[config.mk]
export PLATFORM = sky130hd
export DESIGN_NAME = ysyx_23060171_ifu
export DESIGN_NICKNAME = d
export VERILOG_FILES = /design/src/rtl/ysyx_23060171_pkg.sv /design/src/rtl/ysyx_23060171_Reg.sv /design/src/rtl/ysyx_23060171_ifu.sv
export SDC_FILE = /design/constraint.sdc
export NUM_CORES = 1
export LEC_CHECK = 0
export ABC_AREA = 1
export ABC_CLOCK_PERIOD_IN_PS = 5300
export BUFFER_PORTS_ARGS = -buffer_cell sky130_fd_sc_hd__buf_2
export CORE_ASPECT_RATIO = 0.9
export CORE_MARGIN = 3
export CORE_UTILIZATION = 52
export DETAILED_ROUTE_END_ITERATION = 6
export HOLD_SLACK_MARGIN = 0.03
export PLACE_DENSITY = 0.89
export SYNTH_ARGS = -nofsm -noshare
export SYNTH_HDL_FRONTEND = slang
export SYNTH_HIERARCHICAL = 1
export SYNTH_SLANG_ARGS = --single-unit
[constraint.sdc]
create_clock -name clk -period 5.3 [get_ports clk]
set_clock_uncertainty 0.15 [all_clocks]
set_input_delay 0.795 -clock clk [delete_from_list [all_inputs] [get_ports clk]]
set_output_delay 0.795 -clock clk [all_outputs]
set_load 0.01 [all_outputs]
[src/rtl/ysyx_23060171_pkg.sv]
`default_nettype none
// ============================================================================
// Module      : ysyx_23060171_pkg
// Description : Shared IFU definitions: FSM state encoding, fault codes,
//               NOP encoding and reset PC.
// Revision    : 1.0 - initial release
// ============================================================================
package ysyx_23060171_pkg;

  localparam logic [31:0] RESET_PC_DEFAULT = 32'h8000_0000;
  localparam logic [31:0] NOP_INST         = 32'h0000_0013;

  localparam logic [1:0] FAULT_NONE     = 2'b00;
  localparam logic [1:0] FAULT_ACCESS   = 2'b01;
  localparam logic [1:0] FAULT_MISALIGN = 2'b10;

  typedef enum logic [2:0] {
    S_IDLE = 3'd0,
    S_REQ  = 3'd1,
    S_WAIT = 3'd2,
    S_OUT  = 3'd3,
    S_NPC  = 3'd4
  } ifu_state_t;

  function automatic logic isWordAligned(input logic [1:0] lowBits);
    return lowBits == 2'b00;
  endfunction

endpackage
`default_nettype wire

[src/rtl/ysyx_23060171_Reg.sv]
`default_nettype none
// ============================================================================
// Module      : ysyx_23060171_Reg
// Description : WIDTH-bit register with write enable and async reset value.
// Revision    : 1.0 - initial release
// ============================================================================
module ysyx_23060171_Reg #(
  parameter int               WIDTH     = 32,
  parameter logic [WIDTH-1:0] RESET_VAL = '0
) (
  input  logic             clk,
  input  logic             rst,
  input  logic             i_wen,
  input  logic [WIDTH-1:0] i_din,
  output logic [WIDTH-1:0] o_dout
);

  logic [WIDTH-1:0] r_q;

  always_ff @(posedge clk or posedge rst) begin
    if (rst) begin
      r_q <= RESET_VAL;
    end else if (i_wen) begin
      r_q <= i_din;
    end
  end

  assign o_dout = r_q;

endmodule
`default_nettype wire

[src/rtl/ysyx_23060171_ifu.sv]
`default_nettype none
// ============================================================================
// Module      : ysyx_23060171_ifu
// Description : Multi-cycle instruction fetch unit; one outstanding imem
//               request, hands {inst, pc, fault} to decode, waits for dnpc.
// Revision    : 1.0 - initial release
// ============================================================================
module ysyx_23060171_ifu
  import ysyx_23060171_pkg::*;
#(
  parameter int              XLEN     = 32,
  parameter logic [XLEN-1:0] RESET_PC = RESET_PC_DEFAULT
) (
  input  logic            clk,
  input  logic            rst,
  output logic            imem_req_valid,
  input  logic            imem_req_ready,
  output logic [XLEN-1:0] imem_req_addr,
  input  logic            imem_rsp_valid,
  input  logic [XLEN-1:0] imem_rsp_data,
  input  logic            imem_rsp_err,
  output logic            out_valid,
  input  logic            out_ready,
  output logic [XLEN-1:0] out_inst,
  output logic [XLEN-1:0] out_pc,
  output logic [1:0]      out_fault,
  input  logic            npc_valid,
  input  logic [XLEN-1:0] npc
);

  ifu_state_t      r_state;
  logic [XLEN-1:0] r_outInst;
  logic [XLEN-1:0] r_outPc;
  logic [1:0]      r_outFault;
  logic [XLEN-1:0] w_pc;
  logic            w_pcWen;
  logic            w_pcAligned;

  // pc only changes on a dnpc delivery; the IFU never increments it.
  assign w_pcWen     = (r_state == S_NPC) && npc_valid;
  assign w_pcAligned = isWordAligned(w_pc[1:0]);

  ysyx_23060171_Reg #(
    .WIDTH     (XLEN),
    .RESET_VAL (RESET_PC)
  ) u_pcReg (
    .clk    (clk),
    .rst    (rst),
    .i_wen  (w_pcWen),
    .i_din  (npc),
    .o_dout (w_pc)
  );

  always_ff @(posedge clk or posedge rst) begin
    if (rst) begin
      r_state    <= S_IDLE;
      r_outInst  <= '0;
      r_outPc    <= RESET_PC;
      r_outFault <= FAULT_NONE;
    end else begin
      case (r_state)
        S_IDLE: r_state <= S_REQ;
        S_REQ: begin
          // A misaligned pc never reaches memory; it is reported as a fault.
          if (!w_pcAligned) begin
            r_outInst  <= NOP_INST;
            r_outPc    <= w_pc;
            r_outFault <= FAULT_MISALIGN;
            r_state    <= S_OUT;
          end else if (imem_req_ready) begin
            r_state <= S_WAIT;
          end
        end
        S_WAIT: begin
          if (imem_rsp_valid) begin
            r_outInst  <= imem_rsp_err ? NOP_INST : imem_rsp_data;
            r_outPc    <= w_pc;
            r_outFault <= imem_rsp_err ? FAULT_ACCESS : FAULT_NONE;
            r_state    <= S_OUT;
          end
        end
        S_OUT: begin
          if (out_ready) begin
            r_state <= S_NPC;
          end
        end
        S_NPC: begin
          if (npc_valid) begin
            r_state <= S_REQ;
          end
        end
        default: r_state <= S_IDLE;
      endcase
    end
  end

  assign imem_req_valid = (r_state == S_REQ) && w_pcAligned;
  assign imem_req_addr  = w_pc;
  assign out_valid      = (r_state == S_OUT);
  assign out_inst       = r_outInst;
  assign out_pc         = r_outPc;
  assign out_fault      = r_outFault;

`ifndef SYNTHESIS
  a_rspOnlyInWait: assert property (@(posedge clk) disable iff (rst)
    imem_rsp_valid |-> (r_state == S_WAIT));
  a_npcOnlyInNpc: assert property (@(posedge clk) disable iff (rst)
    npc_valid |-> (r_state == S_NPC));
  a_reqHeld: assert property (@(posedge clk) disable iff (rst)
    (imem_req_valid && !imem_req_ready) |=> imem_req_valid);
`endif

endmodule
`default_nettype wire
-- Word-level counts from Yosys, hierarchy flattened
Index checks and enable logic that the tools add are counted.
- bits in registers: 101
- output and inout port bits: 100
- word-level logic and storage cells: 38
- input port bits: 71
- reduce and logical (&&, ||, !) cells: 7
- eq/ne operators: 9
- muxes and demuxes: 17
- operators with widths (kind ; count):
    $mux W32 ; 5
    $pmux W32 S2 ; 2
    $mux W3 ; 5
    $pmux W3 S5 ; 1
    $eq A3 B2 Y1 const B ; 2
    $ne A2 B2 Y1 const B ; 3
    $mux W2 ; 2
    $pmux W2 S2 ; 1
    $reduce_and A4 Y1 ; 1
    $eq A3 B1 Y1 const B ; 1
    $eq A3 B3 Y1 const B ; 1
    $logic_not A3 Y1 ; 1
    $ne A3 B3 Y1 const B ; 1
    $reduce_and A3 Y1 ; 1
    $logic_and A1 B1 Y1 ; 2
    $logic_not A2 Y1 ; 1
    $ne A2 B1 Y1 const B ; 1
    $reduce_bool A2 Y1 ; 1
    $mux W1 ; 1

-- Logic depth before layout (Yosys ltp)
- word-level depth: 3
- mapped depth: 9
- gate-level depth less buffers: 8

-- Hierarchy
The synthesis kept the hierarchy.
- modules (own cells, without submodules) (module ; sequential area each (um^2) ; instances ; area each (um^2) ; cells an instance):
    ysyx_23060171_ifu ; 1727.9 ; 1 ; 2899.0 ; 326
    ysyx_23060171_Reg ; 802.0 ; 1 ; 1297.5 ; 137

-- Worst setup path before layout
Ideal clock, no wire load.
- kind: register -> output
- start: register r_state[2]
- end: output port imem_req_valid
- data required time: 4355 ps
- arrival time: 837 ps
- buffers on the path: 0
- path slack: 3518 ps
- cell stages (with the launch flop): 6
- cell sequence: dfrtp_1 > inv_2 > nand2_1 > nor2_1 > nand2_2 > inv_1
- word-level cells in the longest chain between the ends: 2
- RTL lines (item ; RTL line ; source):
    from (decl) ; ysyx_23060171_ifu.sv:31 ; ifu_state_t r_state;
    from (signal assigned) ; ysyx_23060171_ifu.sv:56 ; r_state <= S_IDLE;
    from (signal assigned) ; ysyx_23060171_ifu.sv:62 ; S_IDLE: r_state <= S_REQ;
    from (signal assigned) ; ysyx_23060171_ifu.sv:69 ; r_state <= S_OUT;
    $eq A3 B1 Y1 ; ysyx_23060171_ifu.sv:97 ; assign imem_req_valid = (r_state == S_REQ) && w_pcAligned;
    $logic_and A1 B1 Y1 ; ysyx_23060171_ifu.sv:97 ;
    to (decl) ; ysyx_23060171_ifu.sv:16 ; output logic imem_req_valid,
No other way between the ends.

-- Worst setup path in the final report
- start: input port imem_rsp_valid
- end: register r_outInst[18] (netlist: out_inst[18])
- word-level cells in the longest chain between the ends: 2
- RTL lines (item ; RTL line ; source):
    from (decl) ; ysyx_23060171_ifu.sv:19 ; input logic imem_rsp_valid,
    $ne A2 B2 Y1 (no line) ; -- ;
    $reduce_and A3 Y1 (no line) ; -- ;
    to (signal assigned) ; ysyx_23060171_ifu.sv:76 ; r_outInst <= imem_rsp_err ? NOP_INST : imem_rsp_data;
    to (decl) ; ysyx_23060171_ifu.sv:32 ; logic [XLEN-1:0] r_outInst;
No other way between the ends.
A chain may end at the register's enable or synchronous reset.

==> summary.txt <==
Outcome
  • Status: finished, final reports clean

Floorplan
  • CORE AREA: 7690 µm²
  • Die area: 9190 µm²
  • Row cnt: 30
  • Initial core utilization: 54.5%
  • Die width: 101 µm
  • Ports: 171
  • Chip height: 91.2 µm

Routing
  • Total length of routed wires: 9.69 mm
  • # DRC: 0
  • Avg WL per Cell: 13.4 µm
  • Initial DRC count: 157
  • Via density: 4.80
  • Via Count: 3,483
  • Final ANT Viol Nets: 0
  • First-pass iteration count of the detailed router: 4

Clocking
  • Setup Fix Bufs, Post-CTS: 0
  • Post_cts resized: 0
  • H-tree levels: 3
  • Cts hold-fix bufs: 0
  • Clk root buf: clkbuf_8
  • Sink Count: slightly above 100
  • TritonCTS clock tree: built
  • Worst-Skew Late Latency: 0.35 ns
  • Num CTS Buffers: 9
  • Clock buffer depth: 2
  • Clk pin slew, worst setup/hold paths: 0.10 ns

Place
  • RD Place Congestion: approximately 0.77
  • Post-DP HPWL: between 7 and 8 mm
  • IO buf count: between 150 and 200
  • Area after DPL: just under 5000 µm²

Worst setup path
  • Critical Path Source Type: input pin
  • Crit Path Max Fanout: approximately 130
  • Data arrival, critical path: 2.40 ns
  • Top delay family on crit path: buffers and inverters
  • R2R cell count: 7
  • Buffers plus inverters on the worst setup path: 3
  • Worst path cell trace: buf_2, inv_1, nand4_1, nand3_4, buf_4, o21ai_0
  • CP Class: input pin to flop
  • Crit end category: flop
  • Slowest stage delay, CP: 0.82 ns
  • Worst endpoint required time: 5.32 ns
  • Critical path depth: 6
  • Slowest CP cell: buf_4
  • Flop-to-flop setup slack: 2.94 ns

Timing
  • Sum of negative setup slack: 0 ns
  • Slew Viols, Final: 0
  • Endpoints failing hold: 0
  • Period utilisation layout: between 40% and 50%
  • Setup Viol. Count Final: 0
  • Fin crit period: 2.37 ns
  • Fmax: 421 MHz
  • Slew @ Worst Pin: 1.18 ns
  • Worst slew margin: 20.8%
  • RSZ-0062 raised after global routing: no

Synth
  • Sequential share of the synthesized area: 60.3%
  • Net Count, Synth: 534
  • Mapped Area: about 4200 µm²
  • Cell count after synthesis: between 400 and 500
  • Mean post-synth cell area: 9.06 µm²
  • Yosys warning count: 6
  • Synth unique cells: 25
  • Post-synthesis register bit count: between 100 and 150

Cells and area
  • ANT cells: 0
  • Layout cells sized above 1: roughly a third
  • Nets: 695
  • P&R area growth vs syn: 22.5%
  • Post-Layout Inst Area: 5140 µm²

GRT
  • Global-route usage over all layers: 21.7%
  • First-pass GRT wire length: 15.9 mm
  • Pin count of the biggest net entering global routing: 133
  • Number of antenna violations at the first check in global routing: 1
  • Total grt overflow: 0
  • Vias in the first global route: 3,398

Run
  • Max Cap Viol: 0

Power
  • Peak VDD IR: 0.000328 V
  • Pwr dens: 600 nW/µm²
  • Leak: 2.92 nW

Min path
  • Min-Delay Path Class: input pin to asynchronous set/reset pin
==> flip-flops by register name (all words and copies together), names as in the netlist <==
name	cells
out_fault	2
u_pcReg/o_dout	32
out_inst	32
out_pc	32
r_state	3
==> final timing paths <==
check	from	end
worst min-delay path	rst	out_pc[10]
worst max-delay path	imem_rsp_valid	out_inst[18]
min in group clk	out_inst[26]	out_inst[26]
worst max register to register	r_state[2]	out_inst[18]
max in group asynchronous	rst	out_inst[28]
worst min register to register	out_inst[26]	out_inst[26]
==> synthesized netlist by cell type, drive strengths merged <==
library cell	number	share of area, %
nand4	1	0.15
nand2	210	19
clkbuf	8	1.4
nand3b	1	0.18
nand3	3	0.78
nor3	1	0.12
nor2	9	0.80
inv	45	4.2
o21ai	66	7.9
buf	16	4.4
dfrtp	99	59
and2	1	0.15
dfstp	2	1.3
o21bai	1	0.18
==> logic make-up (layout without fill, tap and decap cells) <==
group | count (synthesis) | after routing | synth area share (%)
AND/OR/NAND/NOR | 226 | 226 | 21.7
flip-flops | 101 | 101 | 60.3
buffers and inverters | 69 | 235 | 9.99
AO/OA/AOI/OAI | 67 | 67 | 8.05
==> cell usage in the layout (no fill, tap or decap), drive strengths merged <==
cell      count
dfstp         2
nor2          9
nand4         1
clkbuf       12
and2          1
nor3          1
o21bai        1
nand3b        1
inv          46
clkinvlp      2
buf         174
dfrtp        99
clkinv        1
o21ai        66
nand2       210
nand3         3
==> metal layers <==
layer	share of wire (%)	wire length (µm)	GRT usage, %
met4	0.87	84	4.60
met3	11	1080	8.83
met1	40	3920	27.5
met5	0.13	13	0
met2	47	4600	35.1
==> final cells by class <==
class	count	area (µm²)
Clock buffer	12	145
Tap cell	96	120
Fill cell	604	2550
Timing Repair Buffer	174	881
Multi-Input combinational cell	293	1250
Clock inverter	4	32.5
Inverter	45	176
Sequential cell	101	2530
==> report_power, final <==
part / total [mW] / switching, mW / internal [mW]
sequential: 1.31 / 0.209 / 1.10
clock: 0.442 / 0.255 / 0.187
combinational: 1.33 / 0.861 / 0.469
total: 3.08 / 1.32 / 1.76
==> per-stage QoR <==
| stage | cells | total power [mW] | hold slack [ns] | util (%) | setup slack [ns] |
|---|---|---|---|---|---|
| 2_1_floorplan | 463 | 2.29 | 0.323 | - | 2.62 |
| 4_1_cts | 725 | 3.12 | 0.342 | 66.8 | 2.95 |
| 3_5_place_dp | 709 | 2.67 | 0.322 | 64.5 | 2.57 |
| 5_1_grt | 725 | 3.36 | 0.360 | 66.8 | 2.71 |
| 3_3_place_gp | 709 | 2.59 | 0.311 | 64.5 | 2.73 |
| 6_report | 725 | 3.08 | 0.335 | 66.8 | 2.93 |
No activity file was read; power rests on OpenSTA's default activity.
